$ cat src/rtl/c16_snd_if.sv
// c16 peripheral write port as seen by the sound block.
// The c16 output registers drive it as master; c16_snd consumes it as slave.
interface c16_snd_if;
  logic        snd_wen;
  logic [1:0]  w_param;
  logic [10:0] w_index;
  logic [15:0] w_val;

  modport master (output snd_wen, w_param, w_index, w_val);
  modport slave  (input  snd_wen, w_param, w_index, w_val);
endinterface

$ cat src/rtl/c16_snd.sv
// c16_snd: per-channel tone registers, square-wave generators with duration
// timers and a registered level mix. Optional PWM DAC output under C16_SND_PWM_EN.
module c16_snd #(
  parameter int NCH      = 4,
  parameter int TONE_DIV = 50,
  parameter int DUR_DIV  = 50000
) (
  input  logic           clk,
  input  logic           resetn,
  c16_snd_if.slave       wr,
  output logic [5:0]     snd_level,
  output logic [NCH-1:0] snd_active
`ifdef C16_SND_PWM_EN
  ,
  output logic           snd_pwm
`endif
);

  localparam int TW = (TONE_DIV > 1) ? $clog2(TONE_DIV) : 1;
  localparam int DW = (DUR_DIV > 1) ? $clog2(DUR_DIV) : 1;

  // Write port: a write is taken on every clk edge where snd_wen is high;
  // there is no ready, so every strobe (including back-to-back) is accepted.
  logic wr_hit;
  assign wr_hit = wr.snd_wen && (wr.w_index < 11'(NCH));

  logic [TW-1:0] tone_div;
  logic [DW-1:0] dur_div;
  logic          tone_tick;
  logic          dur_tick;

  assign tone_tick = (tone_div == TW'(TONE_DIV - 1));
  assign dur_tick  = (dur_div == DW'(DUR_DIV - 1));

  always_ff @(posedge clk or negedge resetn) begin
    if (!resetn) begin
      tone_div <= '0;
      dur_div  <= '0;
    end else begin
      tone_div <= tone_tick ? '0 : tone_div + 1'b1;
      dur_div  <= dur_tick ? '0 : dur_div + 1'b1;
    end
  end

  logic [NCH-1:0]   en_v;
  logic [NCH*4-1:0] contrib;

  for (genvar c = 0; c < NCH; c++) begin : g_ch
    logic [15:0] period;
    logic [3:0]  vol;
    logic [15:0] dur;
    logic        en;
    logic [15:0] cnt;
    logic        phase;
    logic        sel;
    logic        wr_per, wr_vol, wr_dur, wr_ctl;
    logic        tick_run, dur_run, expire;

    assign sel    = wr_hit && (wr.w_index[1:0] == 2'(c));
    assign wr_per = sel && (wr.w_param == 2'd0);
    assign wr_vol = sel && (wr.w_param == 2'd1);
    assign wr_dur = sel && (wr.w_param == 2'd2);
    assign wr_ctl = sel && (wr.w_param == 2'd3);

    assign tick_run = tone_tick && en && (period != 16'd0);
    assign dur_run  = dur_tick && en && (dur != 16'd0);
    // A same-cycle duration write replaces the decrement, so no expiry then.
    assign expire   = dur_run && (dur == 16'd1) && !wr_dur;

    always_ff @(posedge clk or negedge resetn) begin
      if (!resetn) begin
        period <= '0;
        vol    <= '0;
        dur    <= '0;
        en     <= 1'b0;
        cnt    <= '0;
        phase  <= 1'b0;
      end else begin
        if (wr_per) period <= wr.w_val;
        if (wr_vol) vol <= wr.w_val[3:0];

        if (wr_dur)       dur <= wr.w_val;
        else if (dur_run) dur <= dur - 16'd1;

        if (wr_ctl)      en <= wr.w_val[0];
        else if (expire) en <= 1'b0;

        // >= lets a period rewritten below the running count wrap on the next tick.
        if (wr_ctl && wr.w_val[1]) begin
          cnt   <= '0;
          phase <= 1'b0;
        end else if (tick_run) begin
          if (cnt >= period - 16'd1) begin
            cnt   <= '0;
            phase <= ~phase;
          end else begin
            cnt <= cnt + 16'd1;
          end
        end
      end
    end

    assign en_v[c]          = en;
    assign contrib[c*4 +: 4] = (en && phase && (period != 16'd0)) ? vol : 4'd0;
  end

  logic [5:0] mix_sum;

  always_comb begin
    mix_sum = '0;
    for (int i = 0; i < NCH; i++) begin
      mix_sum = mix_sum + 6'(contrib[i*4 +: 4]);
    end
  end

  always_ff @(posedge clk or negedge resetn) begin
    if (!resetn) begin
      snd_level  <= '0;
      snd_active <= '0;
    end else begin
      snd_level  <= mix_sum;
      snd_active <= en_v;
    end
  end

`ifdef C16_SND_PWM_EN
  logic [5:0] pwm_cnt;

  // 60-step frame so that full-scale level 60 holds the output high.
  always_ff @(posedge clk or negedge resetn) begin
    if (!resetn) begin
      pwm_cnt <= '0;
      snd_pwm <= 1'b0;
    end else begin
      pwm_cnt <= (pwm_cnt == 6'd59) ? 6'd0 : pwm_cnt + 6'd1;
      snd_pwm <= (pwm_cnt < snd_level);
    end
  end
`endif

endmodule

$ cat src/flat_wrapper.sv
// flat-port wrapper written by rule: the top's interface ports become plain ports
module c16_snd_flat 
#(
  parameter int NCH      = 4,
  parameter int TONE_DIV = 50,
  parameter int DUR_DIV  = 50000
)
  (clk, resetn, snd_level, snd_active, wr_snd_wen, wr_w_param, wr_w_index, wr_w_val);
  c16_snd_if wr_i ();
  input  logic clk;
  input  logic resetn;
  output logic [5:0] snd_level;
  output logic [NCH-1:0] snd_active;
  input wire logic [$bits(wr_i.snd_wen)-1:0] wr_snd_wen;
  input wire logic [$bits(wr_i.w_param)-1:0] wr_w_param;
  input wire logic [$bits(wr_i.w_index)-1:0] wr_w_index;
  input wire logic [$bits(wr_i.w_val)-1:0] wr_w_val;
  assign wr_i.snd_wen = wr_snd_wen;
  assign wr_i.w_param = wr_w_param;
  assign wr_i.w_index = wr_w_index;
  assign wr_i.w_val = wr_w_val;
  c16_snd #(.NCH(NCH), .TONE_DIV(TONE_DIV), .DUR_DIV(DUR_DIV)) u_core (.clk(clk), .resetn(resetn), .wr(wr_i), .snd_level(snd_level), .snd_active(snd_active));
endmodule
$ cat config.mk
export PLATFORM = sky130hd
export DESIGN_NAME = c16_snd_flat
export DESIGN_NICKNAME = d
export VERILOG_FILES = /design/src/rtl/c16_snd_if.sv /design/src/rtl/c16_snd.sv /design/src/flat_wrapper.sv
export SDC_FILE = /design/constraint.sdc
export NUM_CORES = 1
export LEC_CHECK = 0
export CAP_MARGIN = 20
export CELL_PAD_IN_SITES_DETAIL_PLACEMENT = 1
export CELL_PAD_IN_SITES_GLOBAL_PLACEMENT = 1
export CORE_MARGIN = 4
export CORE_UTILIZATION = 53
export CTS_CLUSTER_DIAMETER = 50
export DETAILED_ROUTE_END_ITERATION = 10
export PLACE_DENSITY = 0.84
export SKIP_CTS_REPAIR_TIMING = 1
export SYNTH_ARGS = -nofsm -noshare
export SYNTH_HDL_FRONTEND = slang
export SYNTH_SLANG_ARGS = --single-unit
$ cat constraint.sdc
create_clock -name clk -period 10.5 [get_ports clk]
set_input_delay 1.575 -clock clk [delete_from_list [all_inputs] [get_ports clk]]
set_output_delay 1.575 -clock clk [all_outputs]
set_load 0.02 [all_outputs]
; ---- Word level (Yosys, flattened, before mapping)
; Cells that the tools add are included.
; Widths: inputs -> output; s select.
[classes]
n_div = 0
n_mux = 46
magnitude_cmp = 5
n_eq_ne = 12
multipliers = 0
shifts = 0
bitwise = 4
add_sub_neg = 17
reduce_logical = 91
[ops]
columns = op, n
row1 = $mux 16, 21
row2 = $reduce_bool 16->1, 8
row3 = $sub 16x1->16 const B, 8
row4 = $add 16x1->16 const B, 5
row5 = $eq 16x1->1 const B, 4
row6 = $ge 16x16->1, 4
row7 = $logic_and 1x1->1, 57
row8 = $reduce_bool 2->1, 16
row9 = $mux 1, 20
row10 = $eq 16x16->1 const B, 1
row11 = $mux 4, 4
row12 = $add 6x4->6, 2
row13 = $lt 11x3->1 const B, 1
row14 = $eq 2x2->1 const B, 4
row15 = $reduce_and 2->1, 4
row16 = $add 6x1->6 const B, 1
row17 = $eq 6x6->1 const B, 1
row18 = $mux 6, 1
row19 = $add 4x4->5, 1
row20 = $eq 2x1->1 const B, 2
row21 = $logic_not 1->1, 4
row22 = $logic_not 2->1, 2
row23 = $not 1->1, 4
[word_totals]
in_bits = 32
reg_bits = 248
latchBits = 0
mem_count = 0
romBits = 0
ram_bits = 0
elab_cells = 203

; ---- Depth between registers and ports, before layout
; Gate-level depths: netlist of run 1.
[depth]
depth_word = 8
ltp_mapped = 17
mapped_depth_nobuf = 17

; ---- Least setup slack after synthesis of run 1
; No wires, ideal clock.
[synth_path]
kind = register to register
from = register u_core.g_ch[3].period[3]
to = register u_core.g_ch[3].cnt[0]
stages_incl_launch_ff = 14
t_arrival_ps = 3725
setup_slack_ps = 6707
required_time_ps = 10431
cell_sequence = dfrtp_1 -> or4_1 -> or4_1 -> nor3_1 -> nand2b_1 -> nor2_1 -> xnor2_1 -> ha_1 -> a211oi_1 -> nor2_1 -> a211oi_1 -> nand3_1 -> nor3b_1 -> mux2_2
[synth_between]
elab_chain_len = 5
elab_cells_between_ends = 8
cone_classes = add/sub: 1 / order compare: 1 / mux: 3 / reduce/logical: 3
[synth_lines]
columns = element, line
row1 = from (decl), c16_snd.sv:49  ; logic [15:0] period;
row2 = from (signal assigned), c16_snd.sv:79  ; if (wr_per) period <= wr.w_val;
row3 = $sub 16x1->16, c16_snd.sv:93  ; if (cnt >= period - 16'd1) begin
row4 = $ge 16x16->1, c16_snd.sv:93
row5 = $mux 16, c16_snd.sv:93
row6 = $mux 16, c16_snd.sv:92  ; end else if (tick_run) begin
row7 = $mux 16, c16_snd.sv:89  ; if (wr_ctl && wr.w_val[1]) begin
row8 = to (signal assigned), c16_snd.sv:97  ; cnt <= cnt + 16'd1;
row9 = to (decl), c16_snd.sv:53  ; logic [15:0] cnt;
; Parallel ways exist; a longest one is shown, timed or not. The select of a mux whose other input is x is not followed.
; A chain may end at the register's enable or synchronous reset.

; ---- Worst setup path after layout of run 1
; Ends and elaborated chain as after synthesis.

==> results of run 1 <==
[worst max-delay path, stage by stage (launching register included)]
cell and delay [ps]:
dfrtp_1 430, or4_1 610, or4_1 480, nor3_1 270, nand2b_1 120, nor4_1 280, xnor2_1 170, ha_1 260
nand4_1 110, nor2_1 70, a211oi_1 200, nand3_1 420, nor3b_2 730, mux2_2 280
[power breakdown]
| group | switching (mW) | total [mW] | leakage, nW | internal [mW] |
|---|---|---|---|---|
| Clock | 0.447 | 1.22 | 0.579 | 0.778 |
| Combinational | 0.0575 | 0.0782 | 3.97 | 0.0207 |
| Sequential | 0.00207 | 0.960 | 3.07 | 0.958 |
| Total | 0.506 | 2.26 | 7.62 | 1.76 |
[routing by layer]
metal | wire, um | track usage [%] | vias up
met2 | 22700 | 51.1 | 291
li1 | - | - | 5581
met3 | 1940 | 4.09 | 90
met1 | 19200 | 38.3 | 6373
met5 | 0 | 0 | -
met4 | 1310 | 9.71 | 0
[per-stage QoR]
stage,instance area [um^2],hold slack (ps),cells
3_3_place_gp,15700,475,1924
4_1_cts,16900,488,1983
3_5_place_dp,15700,481,1924
6_report,17000,490,1988
5_1_grt,17000,525,1987
2_1_floorplan,14900,352,1536
[kinds of logic (layout without fill, tap and decap cells)]
family | count (synthesis) | count (layout) | synth area share (%)
buffers and inverters | 84 | 155 | 2.15
xor gates and xnor gates | 173 | 173 | 10.2
other | 0 | 3 | 0
AOI/OAI and AO/OA | 191 | 191 | 8.32
muxes | 82 | 82 | 6.16
adders and majority gates | 101 | 101 | 8.77
and+or+nand+nor | 657 | 657 | 22.9
DFF | 248 | 248 | 41.6
[worst min path at each step]
stage          slack [ps]                     startpoint                             end
5_1_grt               520    u_core.dur_div[0]$_DFF_PN0_     u_core.dur_div[0]$_DFF_PN0_
6_report              490    u_core.dur_div[0]$_DFF_PN0_     u_core.dur_div[0]$_DFF_PN0_
4_1_cts               490    u_core.dur_div[0]$_DFF_PN0_     u_core.dur_div[0]$_DFF_PN0_
2_1_floorplan         350  u_core.g_ch[0].en$_DFFE_PN0P_  u_core.snd_active[0]$_DFF_PN0_
3_5_place_dp          480    u_core.dur_div[0]$_DFF_PN0_     u_core.dur_div[0]$_DFF_PN0_
3_3_place_gp          470    u_core.dur_div[0]$_DFF_PN0_     u_core.dur_div[0]$_DFF_PN0_
[placed cells by master, fill, tap and decap left out, types with 39 or more instances in the layout]
| cell | count |
|---|---|
| ha_1 | 95 |
| xnor2_1 | 112 |
| mux2_2 | 79 |
| nor2_1 | 181 |
| inv_1 | 45 |
| clkdlybuf4s50_1 | 40 |
| dfrtp_1 | 248 |
| nor4_1 | 39 |
| nand3_1 | 58 |
| a21oi_1 | 72 |
| xor2_1 | 61 |
| nand2_1 | 112 |
| nor3_1 | 69 |
[cell type report]
class                           count  area share (%)
Multi-Input combinational cell   1204            49.6
Sequential cell                   248            36.6
Clock buffer                       42            5.50
Timing Repair Buffer               51            3.00
Tap cell                          378            2.79
Clock inverter                     17            1.46
Inverter                           45           0.996
Antenna cell                        3          0.0443
[state kept, by name, indices dropped and copies added, names as in the netlist]
register	flops
u_core.snd_level	6
u_core.tone_div	6
u_core.snd_active	4
u_core.g_ch.cnt	64
u_core.g_ch.vol	16
u_core.g_ch.dur	64
u_core.g_ch.en	4
u_core.dur_div	16
u_core.g_ch.phase	4
u_core.g_ch.period	64
==> flow_summary.yaml, run 1 <==
synth:
  synthCells: 1536
  yosysWarningCount: 0
  synth_most_common_cell: "dfrtp_1"
  yosysTopAreaCellShare_pct: 41.6
  async_reset_ff_share_pct: 100
  synth_ff_type: "dfrtp_1"
  yosys_register_bits: 248
  yosys.area.top_type: "dfrtp_1"
  synth_common_cells: "dfrtp_1 (248), nor2_1 (181), nand2_1 (112), xnor2_1 (112), ha_1 (95)"
  syn_area_mm2: 0.0149
  avgSynthCellArea_um2: 9.72
  synth-edff-count: 0
  yosysSeqAreaShare_pct: 41.6
  synth_nets: 1669
  ys_top_cells_by_area: "dfrtp_1 (42%), ha_1 (8.0%), xnor2_1 (6.6%)"
  ys_types: 68
global_route:
  track_usage_pct: 29.5
  antenna_found_initial: 3
  gr-total-overflow: 0
  grt_max_degree: 119
  grt_pass1_wl_mm: 73.2
  grt_pass1_vias: 13200
setup_path:
  endpoint_kind: "flop"
  r2r_setup_slack_ps: 6010
  worstReg2RegStart: "u_core.g_ch[3].period[3]$_DFFE_PN0P_"
  criticalPathCategory: "flop to flop"
  cp-endpoint: "u_core.g_ch[3].cnt[0]$_DFFE_PN0P_"
  startpoint_type: "flop"
  worst-endpoint-arrival_ps: 4930
  reg2reg_to: "u_core.g_ch[3].cnt[0]$_DFFE_PN0P_"
  critPathMaxFanout: 12
  cp.required_ps: 10940
  reg2reg_depth: 13
  startpoint: "u_core.g_ch[3].period[3]$_DFFE_PN0P_"
hold_path:
  holdCritPathClass: "flop to flop"
  hold_depth: 1
finish:
  final_layout_size_suffix_gt1_share_pct: 10.7
  n_fill_cell: 3088
  syn2layout_area_growth_pct: 13.6
  multi_input_area_mm2: 0.00841
  seqCellArea_mm2: 0.00621
  layout.nets: 1717
  final_core_util_pct: 61.0
timing:
  relSlewSlack_pct: 23.5
  fin_ws_ps: 6010
  tightest_slew_ps: 1150
  hold_violations: 0
  final_max_slew_viol_count: 0
  max_freq_mhz: 223
  period_share_pct: 42.8
  rsz0062_at_grt: "false"
  fin_skew_ps: 24.2
  finalSetupTns_ps: 0
  min_period_ps: 4490
  setup_viol: 0
route:
  via_count: 12300
  dr.pass1.iters: 5
  wl_per_cell_um: 22.7
  wl_mm: 45.2
  drt_iter0_markers: 1068
  ant_nets: 0
  route.detailed.drc: 0
  viasPerCell: 6.20
placed_design:
  gp_congestion: 0.819
  portBuffers: 41
  pre_cts_slack_ps: 5690
  dp.final_hpwl_mm: 29.5
die:
  initial_core_util_pct: 53.7
  rows: 61
  fp.coreArea_mm2: 0.0278
  die_x_um: 176
  io_pins: 42
  dieArea_mm2: 0.0309
  chipHeight_um: 176
pwr:
  max-vdd-ir-drop_mv: 0.117
  powerDensity_mw_per_mm2: 133
  p_leak_nw: 7.62
  finalPower_mw: 2.26
run:
  cap_violations: 0
clock_network:
  cts.clk_slew.worst_paths_ps: 60
  clockBufferDepth: 3
  cts_tree: "done"
  htree_levels: 2
  clkSinkCount: 248
  cts_made_buffers: 34
  clk-insertion-delay-late_ps: 520
  clock-root-buffer: "clkbuf_16"
status:
  status: "finished, final reports clean"
No activity file was read; power rests on OpenSTA's default activity.
==> run 2, diff against run 1 <==
--- a/config.mk
+++ b/config.mk
@@ -9,10 +9,10 @@
 export CELL_PAD_IN_SITES_DETAIL_PLACEMENT = 1
 export CELL_PAD_IN_SITES_GLOBAL_PLACEMENT = 1
 export CORE_MARGIN = 4
-export CORE_UTILIZATION = 53
+export CORE_UTILIZATION = 45
 export CTS_CLUSTER_DIAMETER = 50
 export DETAILED_ROUTE_END_ITERATION = 10
-export PLACE_DENSITY = 0.84
+export PLACE_DENSITY = 0.75
 export SKIP_CTS_REPAIR_TIMING = 1
 export SYNTH_ARGS = -nofsm -noshare
 export SYNTH_HDL_FRONTEND = slang
==> constraint.sdc (replaced) <==
create_clock -name clk -period 3.83 [get_ports clk]
set_input_delay 0.5745 -clock clk [delete_from_list [all_inputs] [get_ports clk]]
set_output_delay 0.5745 -clock clk [all_outputs]
set_load 0.02 [all_outputs]
==> run 2 against run 1 <==
Effect of this change:
- clock-buffer cell count grew 8
- non-clock buffer count increased by 35
- hold slack lost 370 ps
- die area grew 17%
- sequential power rose to 2.7 times the previous value
- clock power grew to 2.9 times the previous value
- register-to-register slack worse by 5900 ps
- highest routed layer unchanged
==> flow_summary.yaml, run 2 (synthesis gave the netlist of run 1 again) <==
hold_path:
  holdCritPathClass: "input port to asynchronous set/reset pin"
run:
  cap_violations: 0
finish:
  final_layout_size_suffix_gt1_share_pct: 14.4
  antenna_cells_inserted: 0
  syn2layout_area_growth_pct: 17.5
  final_core_util_pct: 53.7
  fin_cells: 2097
  final_area_mm2: 0.0175
  reg_top3: "u_core.g_ch.cnt x64, u_core.g_ch.dur x64, u_core.g_ch.period x64"
  final_cell_mix: "dfrtp_1 (248), nor2_1 (181), nand2_1 (112), xnor2_1 (112), ha_1 (95)"
  n_fill_cell: 3610
  multi_input_area_mm2: 0.00851
  layout_commonest_cell: "dfrtp_1"
  layout.nets: 1757
  seqCellArea_mm2: 0.00621
setup_path:
  cp.required_ps: 4240
  worstReg2RegStart: "u_core.g_ch[1].period[5]$_DFFE_PN0P_"
  startpoint_type: "flop"
  endpoint_kind: "flop"
  r2r_setup_slack_ps: 150
  worst-endpoint-arrival_ps: 4090
  critPathMaxFanout: 5
  criticalPathCategory: "flop to flop"
  reg2reg_depth: 14
  startpoint: "u_core.g_ch[1].period[5]$_DFFE_PN0P_"
  reg2reg_to: "u_core.snd_level[5]$_DFF_PN0_"
  cp-endpoint: "u_core.snd_level[5]$_DFF_PN0_"
pwr:
  p_leak_nw: 7.87
  finalPower_mw: 6.43
  powerDensity_mw_per_mm2: 367
  max-vdd-ir-drop_mv: 0.358
timing:
  period_share_pct: 96.1
  relSlewSlack_pct: 33.4
  setup_viol: 0
  final_max_slew_viol_count: 0
  tightest_slew_ps: 995
  fin_skew_ps: 26.2
  min_period_ps: 3680
  max_freq_mhz: 272
  hold_violations: 0
die:
  io_pins: 42
  fp.coreArea_mm2: 0.0326
  initial_core_util_pct: 45.8
  dieArea_mm2: 0.0361
  chipHeight_um: 190
  rows: 66
  die_x_um: 190
route:
  viasPerCell: 5.85
  route.detailed.drc: 0
  wl_per_cell_um: 21.4
  via_count: 12300
  drt_iter0_markers: 693
  ant_nets: 0
  wl_mm: 44.9
  dr.pass1.iters: 5
global_route:
  antenna_found_initial: 0
  grt_pass1_vias: 13100
  gr-total-overflow: 0
  grt_pass1_wl_mm: 72.9
  track_usage_pct: 25.1
  grt_max_degree: 99
clock_network:
  clk-insertion-delay-late_ps: 540
  clockBufferDepth: 3
  clkSinkCount: 248
  clock-root-buffer: "clkbuf_16"
  cts_made_buffers: 39
  htree_levels: 2
  cts.clk_slew.worst_paths_ps: 70
  cts_tree: "done"
placed_design:
  dp.final_hpwl_mm: 30.4
  dp_cells: 2024
  portBuffers: 41
  gp_congestion: 0.814
  place_area_mm2: 0.0161
status:
  status: "finished, final reports clean"
## run 2: cell count changes in the layout (fill, tap and decap cells not counted), moves of 5 or more
cell,change
bufinv_16,-5
buf_4,+35
nor4_1,-5
inv_6,+5
clkbuf_16,+5
## run 2: layer usage
metal / track usage [%] / routed length (um) / vias to the layer above
met5: 0 / 0 / -
met4: 5.90 / 1050 / 0
met3: 4.53 / 2040 / 71
met2: 43.3 / 22100 / 265
met1: 33.1 / 19700 / 6262
li1: - / - / 5668
## run 2: critical path, stage by stage, from the launching register on
cell and delay [ps]:
dfrtp_1 440, nor4_2 500, a41oi_2 260, nand3_1 200, inv_1 70, ha_1 280, a21o_1 200, a21oi_2 160
xor2_1 110, fa_1 560, inv_1 50, ha_1 340, nor2b_1 150, o21ai_1 150, nand2b_1 80
## run 2: how the worst min path moves through the flow
stage	from	to	slack [ps]	cells past startpoint
CTS	resetn	u_core.g_ch[3].period[8]$_DFFE_PN0P_	150	1
finish	resetn	u_core.g_ch[3].period[9]$_DFFE_PN0P_	120	1
floorplan	resetn	u_core.dur_div[0]$_DFF_PN0_	280	0
global route	resetn	u_core.g_ch[3].period[9]$_DFFE_PN0P_	180	1
detailed placement	u_core.g_ch[1].vol[3]$_DFFE_PN0P_	u_core.g_ch[1].vol[3]$_DFFE_PN0P_	490	1
global placement	u_core.dur_div[0]$_DFF_PN0_	u_core.dur_div[0]$_DFF_PN0_	480	1
## run 2: cell type report
type | instances | share of cell area [%]
multi-input cells | 1204 | 48.5
inverters | 45 | 0.964
clock buffers | 50 | 6.32
well taps | 442 | 3.15
repair buffers | 86 | 4.44
flip-flops and latches | 248 | 35.4
clock inverters | 22 | 1.18
## run 2: power by group
group	internal [mW]	switching, mW	total, mW
clock	2.16	1.41	3.57
combinational	0.0656	0.158	0.224
sequential	2.63	0.00565	2.63
total	4.85	1.58	6.43
## run 2: metrics by stage
step | hold slack [ps] | setup TNS, ps | worst slack [ps]
2_1_floorplan | 279 | 0 | 36.7
3_3_place_gp | 478 | 0 | 203
3_5_place_dp | 489 | 0 | 12.2
4_1_cts | 147 | -1080 | -226
5_1_grt | 176 | -200 | -54.1
6_report | 119 | 0 | 147
